==> config.mk <==
export PLATFORM = sky130hd
export DESIGN_NAME = addsub_arbiter
export DESIGN_NICKNAME = d
export VERILOG_FILES = /design/src/rtl/addsub_pkg.sv /design/src/rtl/addsub_core.sv /design/src/rtl/addsub_arbiter.sv
export SDC_FILE = /design/constraint.sdc
export NUM_CORES = 1
export LEC_CHECK = 0
export BUFFER_PORTS_ARGS = -buffer_cell sky130_fd_sc_hd__buf_2
export CAP_MARGIN = 25
export CORE_MARGIN = 2
export CORE_UTILIZATION = 35
export CTS_CLUSTER_DIAMETER = 50
export DETAILED_ROUTE_END_ITERATION = 12
export GPL_ROUTABILITY_DRIVEN = 0
export PLACE_DENSITY_LB_ADDON = 0.1
export SYNTH_ARGS = -nofsm -noshare
export SYNTH_HDL_FRONTEND = slang
export SYNTH_SLANG_ARGS = --single-unit
export TNS_END_PERCENT = 100
==> constraint.sdc <==
create_clock -name clk -period 1.71 [get_ports clk]
set_clock_uncertainty 0.05 [all_clocks]
set_input_delay 0.2565 -clock clk [delete_from_list [all_inputs] [get_ports clk]]
set_output_delay 0.2565 -clock clk [all_outputs]
set_load 0.05 [all_outputs]
==> src/rtl/addsub_pkg.sv <==
// Shared types and constants for the add/sub arbiter slice.
package addsub_pkg;
  localparam int WIDTH_DEFAULT = 4;
  localparam int NREQ          = 2;

  typedef enum logic [1:0] {IDLE, EXEC, RESP} state_t;
endpackage

==> src/rtl/addsub_core.sv <==
// Combinational WIDTH-bit adder/subtractor; subtraction adds the two's complement of b.
module addsub_core
  import addsub_pkg::*;
#(
  parameter int WIDTH = WIDTH_DEFAULT
) (
  input  logic [WIDTH-1:0] a,
  input  logic [WIDTH-1:0] b,
  input  logic             sub,
  output logic [WIDTH-1:0] raw,
  output logic             carry,
  output logic             ovf
);
  logic [WIDTH-1:0] bx;

  assign bx             = sub ? ~b : b;
  assign {carry, raw}   = {1'b0, a} + {1'b0, bx} + {{WIDTH{1'b0}}, sub};
  // Overflow: operands of equal sign produce a result of the other sign.
  assign ovf            = (a[WIDTH-1] == bx[WIDTH-1]) && (raw[WIDTH-1] != a[WIDTH-1]);
endmodule

==> src/rtl/addsub_arbiter.sv <==
// Two-requester round-robin sequencer around one shared addsub_core.
// ADDSUB_SAT_EN: saturate the result to the signed limit on overflow.
module addsub_arbiter
  import addsub_pkg::*;
#(
  parameter int WIDTH = WIDTH_DEFAULT
) (
  input  logic                  clk,
  input  logic                  rst_n,
  input  logic [NREQ-1:0]       req_valid,
  output logic [NREQ-1:0]       req_ready,
  input  logic [NREQ*WIDTH-1:0] req_a,
  input  logic [NREQ*WIDTH-1:0] req_b,
  input  logic [NREQ-1:0]       req_sub,
  output logic [NREQ-1:0]       rsp_valid,
  input  logic [NREQ-1:0]       rsp_ready,
  output logic [WIDTH-1:0]      rsp_result,
  output logic                  rsp_carry,
  output logic                  rsp_ovf,
  output logic                  rsp_zero,
  output logic                  busy
);
  typedef struct packed {
    logic [WIDTH-1:0] a;
    logic [WIDTH-1:0] b;
    logic             sub;
    logic             g;
  } req_t;

  typedef struct packed {
    logic [WIDTH-1:0] result;
    logic             carry;
    logic             ovf;
    logic             zero;
  } rsp_t;

  state_t           state, state_nxt;
  req_t             req_q;
  rsp_t             rsp_q;
  logic             last_g, gnt, accept;
  logic [WIDTH-1:0] raw, res_sel;
  logic             carry, ovf;

  // Contested grant goes to whoever did not win last; otherwise the lone requester.
  assign gnt = (&req_valid) ? ~last_g : req_valid[1];

  always_ff @(posedge clk or negedge rst_n) begin
    if (!rst_n) state <= IDLE;
    else        state <= state_nxt;
  end

  // req_ready is gated by rst_n so every output reads zero while reset is held.
  always_comb begin
    state_nxt = state;
    req_ready = '0;
    accept    = 1'b0;
    case (state)
      IDLE: if (rst_n && |req_valid) begin
        req_ready[gnt] = 1'b1;
        accept         = 1'b1;
        state_nxt      = EXEC;
      end
      EXEC:    state_nxt = RESP;
      RESP:    if (rsp_ready[req_q.g]) state_nxt = IDLE;
      default: state_nxt = IDLE;
    endcase
  end

  addsub_core #(.WIDTH(WIDTH)) u_core (
    .a     (req_q.a),
    .b     (req_q.b),
    .sub   (req_q.sub),
    .raw   (raw),
    .carry (carry),
    .ovf   (ovf)
  );

`ifdef ADDSUB_SAT_EN
  assign res_sel = !ovf          ? raw :
                   req_q.a[WIDTH-1] ? {1'b1, {(WIDTH-1){1'b0}}}
                                    : {1'b0, {(WIDTH-1){1'b1}}};
`else
  assign res_sel = raw;
`endif

  always_ff @(posedge clk or negedge rst_n) begin
    if (!rst_n) begin
      last_g    <= 1'b1;
      req_q     <= '0;
      rsp_q     <= '0;
      rsp_valid <= '0;
    end else begin
      if (accept) begin
        req_q  <= '{a:   req_a[gnt*WIDTH +: WIDTH],
                    b:   req_b[gnt*WIDTH +: WIDTH],
                    sub: req_sub[gnt],
                    g:   gnt};
        last_g <= gnt;
      end
      if (state == EXEC) begin
        rsp_q     <= '{result: res_sel, carry: carry, ovf: ovf, zero: (res_sel == '0)};
        rsp_valid <= NREQ'(1) << req_q.g;
      end else if (state == RESP && rsp_ready[req_q.g]) begin
        rsp_valid <= '0;
      end
    end
  end

  assign rsp_result = rsp_q.result;
  assign rsp_carry  = rsp_q.carry;
  assign rsp_ovf    = rsp_q.ovf;
  assign rsp_zero   = rsp_q.zero;
  assign busy       = (state != IDLE);
endmodule

==> results.py <==
metrics = {
    "run_status": {
        "status": "finished, violations left",
        "violations": "negative setup slack",
    },
    "final_layout": {
        "final_common_cell": "buf_2",
        "multiInputGateArea_um2": 597,
        "area_growth_pct": 36.2,
        "fin_util": 0.501,
        "nets": 191,
        "final_cell_area_mm2": 0.00154,
        "seqCellArea_um2": 554,
        "drive_gt1_frac": 0.398,
        "nFillCells": 326,
        "final_cells": 205,
        "n_antenna_cell": 0,
        "final_cell_mix": "buf_2, nand2_1, dfrtp_1",
    },
    "drt": {
        "vias_per_cell": 4.54,
        "drt_wl_total_um": 2260,
        "drt-initial-drc-count": 18,
        "ant_nets": 0,
        "avgRoutedWirePerCell_um": 11.0,
        "post-route-drc-count": 0,
        "vias": 931,
        "first_pass_iters": 3,
    },
    "sta": {
        "max_freq_mhz": 576,
        "fin_crit_sh": 1.02,
        "drv_slew": 0,
        "rsz0062_at_grt": "true",
        "setup_viol": 1,
        "worstMarginPinSlew_ns": 0.492,
        "hold_viol": 0,
        "setup_slack_ns": -0.0274,
        "relSlewSlack": 0.672,
        "finalCriticalPeriod_ns": 1.74,
    },
    "clock_tree": {
        "cts_sinks": 22,
        "root_buffer": "clkbuf_4",
        "clock_path_buffers": 2,
        "cts_tree": "yes",
        "htree_levels": 1,
        "cts_buffers": 3,
        "insertion_delay_ns": 0.30,
        "path_clk_slew_ns": 0.13,
    },
    "global_route": {
        "grt_usage": 0.140,
        "antenna_found_initial": 0,
        "grt_max_degree": 23,
        "grt_pass1_wl_um": 3820,
        "gr-total-overflow": 0,
        "grt_pass1_vias": 899,
    },
    "floorplan": {
        "die_x_um": 60.9,
        "core_mm2": 0.00308,
        "io-pin-count": 36,
        "die_height_um": 60.9,
        "fp.dieArea_mm2": 0.00371,
        "num_rows": 20,
        "start_util": 0.368,
    },
    "yosys": {
        "synth_edf_count": 0,
        "synth-seq-area-share": 0.487,
        "syn_area_per_cell_um2": 9.93,
        "synth_seq_cells": 22,
        "synth_warnings": 0,
        "syn-instance-count": 114,
        "synthFlopType": "dfrtp_1",
        "synth_cell_types": 27,
        "syn_area_mm2": 0.00113,
        "synthArstFlopShare": 1.00,
        "synth_nets": 143,
    },
    "setup_path": {
        "endpoint_kind": "register",
        "r2r_cells": 4,
        "path_buf_inv": 0,
        "path_delay_family": "flip-flops",
        "crit_type": "reg -> reg",
        "crit_path_cell_trace": "mux2i_2 > fa_2 > and4b_1 > a32o_1",
        "worst_path_max_delay_cell": "dfrtp_2",
        "cp_max_fo": 4,
        "r2r_setup_slack_ns": -0.03,
        "cpPeakStageDelay_ns": 0.49,
        "cp.required_ns": 1.85,
        "reg2reg_to": "rsp_zero",
        "arrival_ns": 1.88,
        "rr_startpoint": "req_q[1]",
        "cp-start-kind": "register",
    },
    "place": {
        "dp_cells": 198,
        "dp_hpwl_um": 1770,
        "io_buffers": 35,
        "placed_area_mm2": 0.00142,
        "dpl_worst_slack_ns": -0.0783,
    },
    "power": {
        "p_leak_uw": 0.000793,
        "total_power_uw": 3290,
        "peakVddDrop_mv": 0.564,
        "power_per_cell_area_mw_per_mm2": 2140,
    },
    "worst_hold_path": {
        "hold_path_depth": 3,
        "min_path_type": "in -> reg",
        "min_from": "req_a[2]",
        "min_to": "req_q[8]",
    },
    "flow_run": {
        "max_cap_violations": 0,
    },
}
## per-stage QoR
stage               hold WS, ns  TNS, ns
floorplan               -0.0891        0
global placement          0.268  -0.0187
detailed placement        0.267  -0.0783
CTS                       0.170  -0.0757
global route              0.162   -0.210
finish                    0.176  -0.0274
## layout make-up
| type | count | area share |
|---|---|---|
| Timing Repair Buffer | 48 | 0.189 |
| Clock buffer | 4 | 0.0170 |
| Sequential cell | 22 | 0.359 |
| Tap cell | 44 | 0.0357 |
| Inverter | 5 | 0.0122 |
| Multi-Input combinational cell | 82 | 0.387 |
## power breakdown
| group | internal (uW) | total [uW] | switching (uW) |
|---|---|---|---|
| combinational | 896 | 2070 | 1180 |
| clock | 90.8 | 240 | 149 |
| sequential | 774 | 983 | 209 |
## what timing repair did
item / CTS / global route
cloned: 0 / 0
hold buffers: 1 / 0
hold endpoints to repair: 21 / 0
gates resized for setup: 8 / 9
setup buffers: 1 / 1
setup endpoints to repair: 4 / 7
pin swaps: 7 / 5
## worst max-delay path by stage
| stage | start | to | slack (ns) | depth (start not counted) |
|---|---|---|---|---|
| 5_1_grt | req_q[1] | rsp_zero | -0.1 | 6 |
| 6_report | req_q[1] | rsp_zero | -0.03 | 4 |
| 3_3_place_gp | req_q[1] | rsp_zero | -0.02 | 5 |
| 4_1_cts | req_q[1] | rsp_zero | -0.06 | 6 |
| 2_1_floorplan | req_q[1] | rsp_zero | 0.005 | 5 |
| 3_5_place_dp | req_q[1] | rsp_zero | -0.08 | 5 |
## per-layer routing
metal,track usage,part of all wire,vias up
li1,-,-,489
met1,0.175,0.48,416
met2,0.230,0.47,24
met3,0.0320,0.046,2
met4,0.0652,0.0066,0
met5,0,0,-
## worst reg2reg max path, stage by stage (launching register included)
cell and delay, ns:
dfrtp_2 0.49, mux2i_2 0.21, fa_2 0.47, and4b_1 0.18, a32o_1 0.21
## synth_stat cells, drive strengths merged, types with 2 or more instances
cell	instances	area (um^2)
nor2	4	15.0
dfrtp	21	526
clkbuf	3	11.3
xor2	4	35.0
ha	4	50.1
a21o	3	22.5
o21ai	17	88.8
mux2i	10	100
nand2	21	78.8
nand2b	2	12.5
inv	5	18.8
buf	2	10.0
xnor2	3	26.3
a21oi	3	15.0
## state kept, by name, summed over array words and instances (netlist names)
name        cells
last_g          1
req_q          10
rsp_carry       1
rsp_ovf         1
rsp_result      4
rsp_valid       2
rsp_zero        1
state           2
## logic make-up after synthesis
group | after synthesis | share of synthesized area
flip-flops | 22 | 0.487
buffers and inverters | 10 | 0.0354
AO/OA/AOI/OAI | 29 | 0.155
XOR/XNOR | 7 | 0.0541
AND/OR/NAND/NOR | 31 | 0.118
adder cells (fa/ha/maj) | 5 | 0.0619
multiplexers | 10 | 0.0884
No activity file was read; power rests on OpenSTA's default activity.
